===== config.mk =====
export PLATFORM = sky130hd
export DESIGN_NAME = fwd_source_flat
export DESIGN_NICKNAME = d
export VERILOG_FILES = /design/src/rtl/fwd_source_pkg.sv /design/src/rtl/fwd_source_if.sv /design/src/rtl/fwd_source_slot.sv /design/src/rtl/fwd_source.sv /design/src/flat_wrapper.sv
export SDC_FILE = /design/constraint.sdc
export NUM_CORES = 1
export LEC_CHECK = 0
export BUFFER_PORTS_ARGS = -buffer_cell sky130_fd_sc_hd__buf_2
export CAP_MARGIN = 0
export CORE_UTILIZATION = 33
export CTS_BUF_LIST = sky130_fd_sc_hd__clkbuf_8 sky130_fd_sc_hd__clkbuf_16
export DETAILED_ROUTE_END_ITERATION = 16
export GPL_TIMING_DRIVEN = 0
export HOLD_SLACK_MARGIN = 0.12
export PLACE_DENSITY = 0.71
export SLEW_MARGIN = 40
export SYNTH_ARGS = -nofsm -noshare
export SYNTH_HDL_FRONTEND = slang
export SYNTH_SLANG_ARGS = --single-unit

===== constraint.sdc =====
create_clock -name clk -period 2.6 [get_ports clk]
set_input_delay 0.65 -clock clk [delete_from_list [all_inputs] [get_ports clk]]
set_output_delay 0.65 -clock clk [all_outputs]
set_load 0.01 [all_outputs]

===== src/rtl/fwd_source_pkg.sv =====
// fwd_source_pkg: shared definitions for the operand bypass producer.
//   FWD_BUS_WD   width of every bypass bus {we, waddr, wdata}
//   FWD_WE_BIT   position of the write-enable bit on a bus
//   FWD_ADDR_*   position of the destination register field on a bus
//   fwd_slot_t   record held by one pipeline stage slot (MEM or WB)
package fwd_source_pkg;

   localparam int FWD_BUS_WD  = 38;
   localparam int FWD_WE_BIT  = 37;
   localparam int FWD_ADDR_HI = 36;
   localparam int FWD_ADDR_LO = 32;

   typedef struct packed {
      logic        valid;
      logic        we;
      logic        is_load;
      logic [4:0]  waddr;
      logic [31:0] wdata;
   } fwd_slot_t;

   // A slot only writes when it is real, writes, and does not target r0.
   function automatic logic slot_eff_we(input fwd_slot_t s);
      return s.valid & s.we & (s.waddr != 5'd0);
   endfunction

   function automatic logic [FWD_BUS_WD-1:0] pack_bus(input logic        we,
                                                      input logic [4:0]  waddr,
                                                      input logic [31:0] wdata);
      return {we, waddr, wdata};
   endfunction

   function automatic logic read_hit(input logic re1, input logic [4:0] raddr1,
                                     input logic re2, input logic [4:0] raddr2,
                                     input logic [4:0] waddr);
      return (re1 & (raddr1 == waddr)) | (re2 & (raddr2 == waddr));
   endfunction

endpackage


===== src/rtl/fwd_source_if.sv =====
// fwd_source_if: EX/ID-side inputs and bypass/regfile outputs of fwd_source.
//   master : the bypass producer (fwd_source) - drives the buses, rf port, stall
//   slave  : the surrounding pipeline - drives EX fields, load data, ID reads
interface fwd_source_if;
   logic        ex_valid;
   logic        ex_we;
   logic        ex_is_load;
   logic [4:0]  ex_waddr;
   logic [31:0] ex_wdata;
   logic [31:0] mem_load_data;
   logic        id_re1;
   logic        id_re2;
   logic [4:0]  id_raddr1;
   logic [4:0]  id_raddr2;
   logic [37:0] ex_to_id_bus;
   logic [37:0] mem_to_id_bus;
   logic [37:0] wb_to_id_bus;
   logic        rf_we;
   logic [4:0]  rf_waddr;
   logic [31:0] rf_wdata;
   logic        stallreq_load;

   modport master (
      input  ex_valid, ex_we, ex_is_load, ex_waddr, ex_wdata, mem_load_data,
      input  id_re1, id_re2, id_raddr1, id_raddr2,
      output ex_to_id_bus, mem_to_id_bus, wb_to_id_bus,
      output rf_we, rf_waddr, rf_wdata, stallreq_load
   );

   modport slave (
      output ex_valid, ex_we, ex_is_load, ex_waddr, ex_wdata, mem_load_data,
      output id_re1, id_re2, id_raddr1, id_raddr2,
      input  ex_to_id_bus, mem_to_id_bus, wb_to_id_bus,
      input  rf_we, rf_waddr, rf_wdata, stallreq_load
   );
endinterface


===== src/rtl/fwd_source_slot.sv =====
// fwd_slot: one pipeline stage register holding an in-flight write record.
//   clk, rst : clock, synchronous active-high reset (clears to an empty slot)
//   adv      : 1 = load a new record, 0 = hold
//   bubble   : with adv, load an empty slot instead of d
//   d / q    : incoming / held record
module fwd_slot
   import fwd_source_pkg::*;
(
   input  logic      clk,
   input  logic      rst,
   input  logic      adv,
   input  logic      bubble,
   input  fwd_slot_t d,
   output fwd_slot_t q
);

   always_ff @(posedge clk) begin
      if (rst) begin
         q <= '0;
      end else if (adv) begin
         // A bubble is fully zeroed so an empty slot shows an all-zero bus.
         q <= bubble ? '0 : d;
      end
   end

endmodule


===== src/rtl/fwd_source.sv =====
// fwd_source: producer side of the ID-stage operand bypass.
// Tracks in-flight GPR writes in a MEM and a WB slot and drives the EX/MEM/WB
// bypass buses ({we, waddr, wdata}), the register-file write port from WB, and
// the load-use stall request.
//   clk, rst : clock, synchronous active-high reset
//   adv      : pipeline advance (0 = both slots hold)
//   flush    : squash the EX instruction; MEM loads a bubble
//   bus_if   : fwd_source_if.master - EX/ID inputs, bypass buses, rf port, stall
// Build option FWD_WB_EN: when defined the WB slot forwards on wb_to_id_bus;
// when undefined that bus is tied to 0 and a read hitting the WB write stalls
// instead, until the register-file write has landed.
module fwd_source
   import fwd_source_pkg::*;
(
   input logic          clk,
   input logic          rst,
   input logic          adv,
   input logic          flush,
   fwd_source_if.master bus_if
);

   fwd_slot_t ex_rec;
   fwd_slot_t mem_q;
   fwd_slot_t mem_res;
   fwd_slot_t wb_q;
   logic      mem_bubble;
   logic      ex_fwd_we;
   logic      ex_load_hit;
   logic      wb_hit;
   logic      unused_wb_is_load;

   always_comb begin
      ex_rec.valid   = bus_if.ex_valid;
      ex_rec.we      = bus_if.ex_we;
      ex_rec.is_load = bus_if.ex_is_load;
      ex_rec.waddr   = bus_if.ex_waddr;
      ex_rec.wdata   = bus_if.ex_wdata;
   end

   assign mem_bubble = flush | ~bus_if.ex_valid;

   fwd_slot u_mem (
      .clk    (clk),
      .rst    (rst),
      .adv    (adv),
      .bubble (mem_bubble),
      .d      (ex_rec),
      .q      (mem_q)
   );

   // Load data only exists during MEM, so it is folded in before WB latches it.
   always_comb begin
      mem_res = mem_q;
      if (mem_q.is_load) begin
         mem_res.wdata = bus_if.mem_load_data;
      end
   end

   fwd_slot u_wb (
      .clk    (clk),
      .rst    (rst),
      .adv    (adv),
      .bubble (1'b0),
      .d      (mem_res),
      .q      (wb_q)
   );

   // A load's result is not known in EX, so it never forwards from there.
   assign ex_fwd_we = bus_if.ex_valid & bus_if.ex_we & ~bus_if.ex_is_load &
                      (bus_if.ex_waddr != 5'd0);

   assign ex_load_hit = bus_if.ex_valid & bus_if.ex_we & bus_if.ex_is_load &
                        (bus_if.ex_waddr != 5'd0) &
                        read_hit(bus_if.id_re1, bus_if.id_raddr1,
                                 bus_if.id_re2, bus_if.id_raddr2, bus_if.ex_waddr);

   assign bus_if.ex_to_id_bus  = pack_bus(ex_fwd_we, bus_if.ex_waddr, bus_if.ex_wdata);
   assign bus_if.mem_to_id_bus = pack_bus(slot_eff_we(mem_q), mem_res.waddr, mem_res.wdata);

`ifdef FWD_WB_EN
   assign bus_if.wb_to_id_bus = pack_bus(slot_eff_we(wb_q), wb_q.waddr, wb_q.wdata);
   assign wb_hit              = 1'b0;
`else
   assign bus_if.wb_to_id_bus = '0;
   assign wb_hit              = slot_eff_we(wb_q) &
                                read_hit(bus_if.id_re1, bus_if.id_raddr1,
                                         bus_if.id_re2, bus_if.id_raddr2, wb_q.waddr);
`endif

   assign bus_if.stallreq_load = ex_load_hit | wb_hit;

   // A held WB write keeps rf_we high; rewriting the same value is harmless.
   assign bus_if.rf_we    = slot_eff_we(wb_q);
   assign bus_if.rf_waddr = wb_q.waddr;
   assign bus_if.rf_wdata = wb_q.wdata;

   assign unused_wb_is_load = wb_q.is_load;

endmodule


===== src/flat_wrapper.sv =====
// flat-port wrapper written by rule: the top's interface ports become plain ports
module fwd_source_flat import fwd_source_pkg::*;
  (clk, rst, adv, flush, bus_if_ex_valid, bus_if_ex_we, bus_if_ex_is_load, bus_if_ex_waddr, bus_if_ex_wdata, bus_if_mem_load_data, bus_if_id_re1, bus_if_id_re2, bus_if_id_raddr1, bus_if_id_raddr2, bus_if_ex_to_id_bus, bus_if_mem_to_id_bus, bus_if_wb_to_id_bus, bus_if_rf_we, bus_if_rf_waddr, bus_if_rf_wdata, bus_if_stallreq_load);
  fwd_source_if bus_if_i ();
  input logic clk;
  input logic rst;
  input logic adv;
  input logic flush;
  input wire logic [$bits(bus_if_i.ex_valid)-1:0] bus_if_ex_valid;
  input wire logic [$bits(bus_if_i.ex_we)-1:0] bus_if_ex_we;
  input wire logic [$bits(bus_if_i.ex_is_load)-1:0] bus_if_ex_is_load;
  input wire logic [$bits(bus_if_i.ex_waddr)-1:0] bus_if_ex_waddr;
  input wire logic [$bits(bus_if_i.ex_wdata)-1:0] bus_if_ex_wdata;
  input wire logic [$bits(bus_if_i.mem_load_data)-1:0] bus_if_mem_load_data;
  input wire logic [$bits(bus_if_i.id_re1)-1:0] bus_if_id_re1;
  input wire logic [$bits(bus_if_i.id_re2)-1:0] bus_if_id_re2;
  input wire logic [$bits(bus_if_i.id_raddr1)-1:0] bus_if_id_raddr1;
  input wire logic [$bits(bus_if_i.id_raddr2)-1:0] bus_if_id_raddr2;
  output wire logic [$bits(bus_if_i.ex_to_id_bus)-1:0] bus_if_ex_to_id_bus;
  output wire logic [$bits(bus_if_i.mem_to_id_bus)-1:0] bus_if_mem_to_id_bus;
  output wire logic [$bits(bus_if_i.wb_to_id_bus)-1:0] bus_if_wb_to_id_bus;
  output wire logic [$bits(bus_if_i.rf_we)-1:0] bus_if_rf_we;
  output wire logic [$bits(bus_if_i.rf_waddr)-1:0] bus_if_rf_waddr;
  output wire logic [$bits(bus_if_i.rf_wdata)-1:0] bus_if_rf_wdata;
  output wire logic [$bits(bus_if_i.stallreq_load)-1:0] bus_if_stallreq_load;
  assign bus_if_i.ex_valid = bus_if_ex_valid;
  assign bus_if_i.ex_we = bus_if_ex_we;
  assign bus_if_i.ex_is_load = bus_if_ex_is_load;
  assign bus_if_i.ex_waddr = bus_if_ex_waddr;
  assign bus_if_i.ex_wdata = bus_if_ex_wdata;
  assign bus_if_i.mem_load_data = bus_if_mem_load_data;
  assign bus_if_i.id_re1 = bus_if_id_re1;
  assign bus_if_i.id_re2 = bus_if_id_re2;
  assign bus_if_i.id_raddr1 = bus_if_id_raddr1;
  assign bus_if_i.id_raddr2 = bus_if_id_raddr2;
  assign bus_if_ex_to_id_bus = bus_if_i.ex_to_id_bus;
  assign bus_if_mem_to_id_bus = bus_if_i.mem_to_id_bus;
  assign bus_if_wb_to_id_bus = bus_if_i.wb_to_id_bus;
  assign bus_if_rf_we = bus_if_i.rf_we;
  assign bus_if_rf_waddr = bus_if_i.rf_waddr;
  assign bus_if_rf_wdata = bus_if_i.rf_wdata;
  assign bus_if_stallreq_load = bus_if_i.stallreq_load;
  fwd_source u_core (.clk(clk), .rst(rst), .adv(adv), .flush(flush), .bus_if(bus_if_i));
endmodule

==> results.md <==
- Top cell type's share of synthesized area: 37.6%
- Primary FF master, synth: dfxtp_1
- CTS resizes: 0
- Pwr/cell area: about 530 nW/µm²
- Status: completed
- Sequential share of the synthesized area: 37.6%
- GRT Total Usage: ~17%
- Final net count: 826
- Hpwl dp: between 9000 and 10000 µm
- Final setup TNS: 0 ns
- Clk root buf: clkbuf_16
- CTS tree: done
- Placed cell area: between 5000 and 6000 µm²
- Most frequent cell after synthesis: buf_4
- Leak: slightly above 0.003 µW
- Fraction of layout cells with a size suffix above 1: a little over 50%
- Setup bufs post-CTS: 0
- First-pass GRT wire length: 17700 µm
- Final Cycle Share: between 90% and 100%
- Maximum VDD drop: about 390 µV
- Die footprint: between 10000 and 15000 µm²
- Avg Inst Size Synth: between 8 and 9 µm²
- Core Footprint: 12200 µm²
- Synth Instances: 490
- Worst skew pair latency: 0.33 ns
- Worst Path Arrival: ~1.9 ns
- Die height: between 100 and 150 µm
- Fraction of registers with async set/reset: 0%
- CTS Sinks: 79
- Die Wd: between 100 and 150 µm
- Area Overhead vs Synth: 39.3%
- Syn. warnings: 0
- Max cap viols: 0
- Clock Path Buffers: 2
- DRT Pass-1 Iters: 4
- Final setup viols: 0
- # hold bufs at CTS: 0
- CP startpoint kind: input port
- Final Skew: 0.0103 ns
- Final hold viol count: 0
- Initial antenna violation count: 0
- Port Buf Inserts: 200
- Slew Limit Fails: 0
- Post-synth top cells: 118 x buf_4, 112 x nor2_1, 79 x dfxtp_1, 39 x a22oi_1
- CTS H-tree lvls: 3
- DR vias: between 3000 and 4000
- Critical path type: input port to output pin
- WP data required: about 2.0 ns
- DRC: 0
- Core Rows: 40
- Antenna viol nets, final: 0
- Inserted Clock Buffers: 9
- Post-route cell area: about 6000 µm²
- Crit end category: output pin
- Final Wtd Congestion: about 0.76
- Synth area leader: dfxtp_1
- Clock Pin Slew Worst Setup and Hold Paths: about 0.060 ns
- Reg-to-Reg Start: u_core.u_mem.q[37]
- #FFs+latches synth: 79
- Post-synthesis cell area: between 4000 and 5000 µm²
- Worst Tran Pin Value: ~0.62 ns
- Post-synth EDFFs: 0
- Pin count of the biggest net entering global routing: 14
- Worst R2R Path Depth: 5
- Total grt overflow: 0
- Tmin final: about 2.6 ns
- Top cells by area, synth: dfxtp_1 38%, buf_4 21%, nor2_1 10%
- Final WL: roughly 12000 µm
- Wirelength per Cell: around 13 µm
- Number of DRC markers in iteration 0: 145
- Yosys cell types: 21
- Diode count: 0
- Slew HR: between 50% and 60%
- Crit Path Max Fanout: 5
- Fmax: roughly 390 MHz
- Hold Path Class: register to register
- Initial Util: around 34%
- Unrepaired setup endpoints after global routing: false
- Vias per cell: between 4 and 5
- IO Pins: about 240
- Vias in the first global route: 3457
- WHS: 0.477 ns
- Hold path cells: 2
- Hold_sp: u_core.u_wb.q[27]
- CP Launch Point: bus_if_ex_waddr[3]
-- cells by family (layout without fill, tap and decap cells) --
group | count (synthesis) | count (layout) | share of synthesized area, %
buffers and inverters | 148 | 364 | 24.1
DFF | 79 | 79 | 37.6
other | 1 | 38 | 0.0893
AOI/OAI and AO/OA | 46 | 46 | 8.34
muxes | 39 | 39 | 10.2
and+or+nand+nor | 157 | 157 | 15.5
xor gates and xnor gates | 20 | 20 | 4.17
-- sequential cells by signal (all words and copies together) (netlist names) --
register / flops
u_core.u_mem.q: 40
u_core.u_wb.q: 39
-- critical path, cell delays in order --
cell and delay [ns]:
buf_2 0.14, or3_1 0.37, o311a_1 0.34, a32o_1 0.27, buf_2 0.14
-- layer usage --
| layer | GRT usage, % | vias up | wire length (µm) |
|---|---|---|---|
| met3 | 2.21 | 10 | 717 |
| met4 | 4.68 | 0 | 123 |
| met2 | 29.3 | 164 | 5530 |
| met1 | 23.4 | 1750 | 5330 |
| met5 | 0 | - | 0 |
| li1 | - | 1978 | - |
-- report_power, final --
group          internal [µW]  switching (µW)
logic                    289             276
clock network            765             497
registers               1250            24.5
-- metrics by stage --
step	utilization (%)	power [µW]	setup WS (ns)	cells
after floorplan	-	1660	0.368	527
after global placement	45.5	1870	0.0461	895
after detailed placement	45.5	1870	0.0491	895
after CTS	47.9	3150	0.0465	911
after global routing	47.9	3270	0.00609	911
final	47.9	3110	0.0432	911
-- area by class of cell --
cell class | count | area, µm²
Buffer | 147 | 1010
Clock buffer | 10 | 239
Clock inverter | 6 | 61.3
Fill cell | 1276 | 6360
Inverter | 1 | 3.75
Multi-Input combinational cell | 300 | 1750
Sequential cell | 79 | 1580
Tap cell | 168 | 210
Timing Repair Buffer | 200 | 1000
-- cell usage in the layout, fill, tap and decap left out --
cell type	synthesis	layout
nor2b_1	1	1
nand4_1	4	4
a21oi_1	1	1
mux2_2	32	32
buf_2	10	210
nand2_1	5	5
or3_1	3	3
xnor2_1	20	20
nor3_1	32	32
clkinvlp_4	0	3
o22ai_1	2	2
clkbuf_16	0	9
bufinv_16	0	1
inv_2	1	1
inv_1	0	1
mux2i_1	7	7
conb_1	1	38
a32o_1	1	1
clkbuf_1	16	16
clkbuf_8	0	1
buf_1	3	3
dfxtp_1	79	79
clkinv_2	0	1
nor2_1	112	112
a22oi_1	39	39
o311a_1	3	3
buf_4	118	118
-- path summary, 6_finish.rpt --
check,slack [ns],endpoint
setup / recovery,0.04,bus_if_stallreq_load
hold / removal,0.48,u_core.u_wb.q[27]
setup reg to reg,1.14,u_core.u_wb.q[9]
hold reg to reg,0.48,u_core.u_wb.q[27]
(Power assumes the default switching activity.)
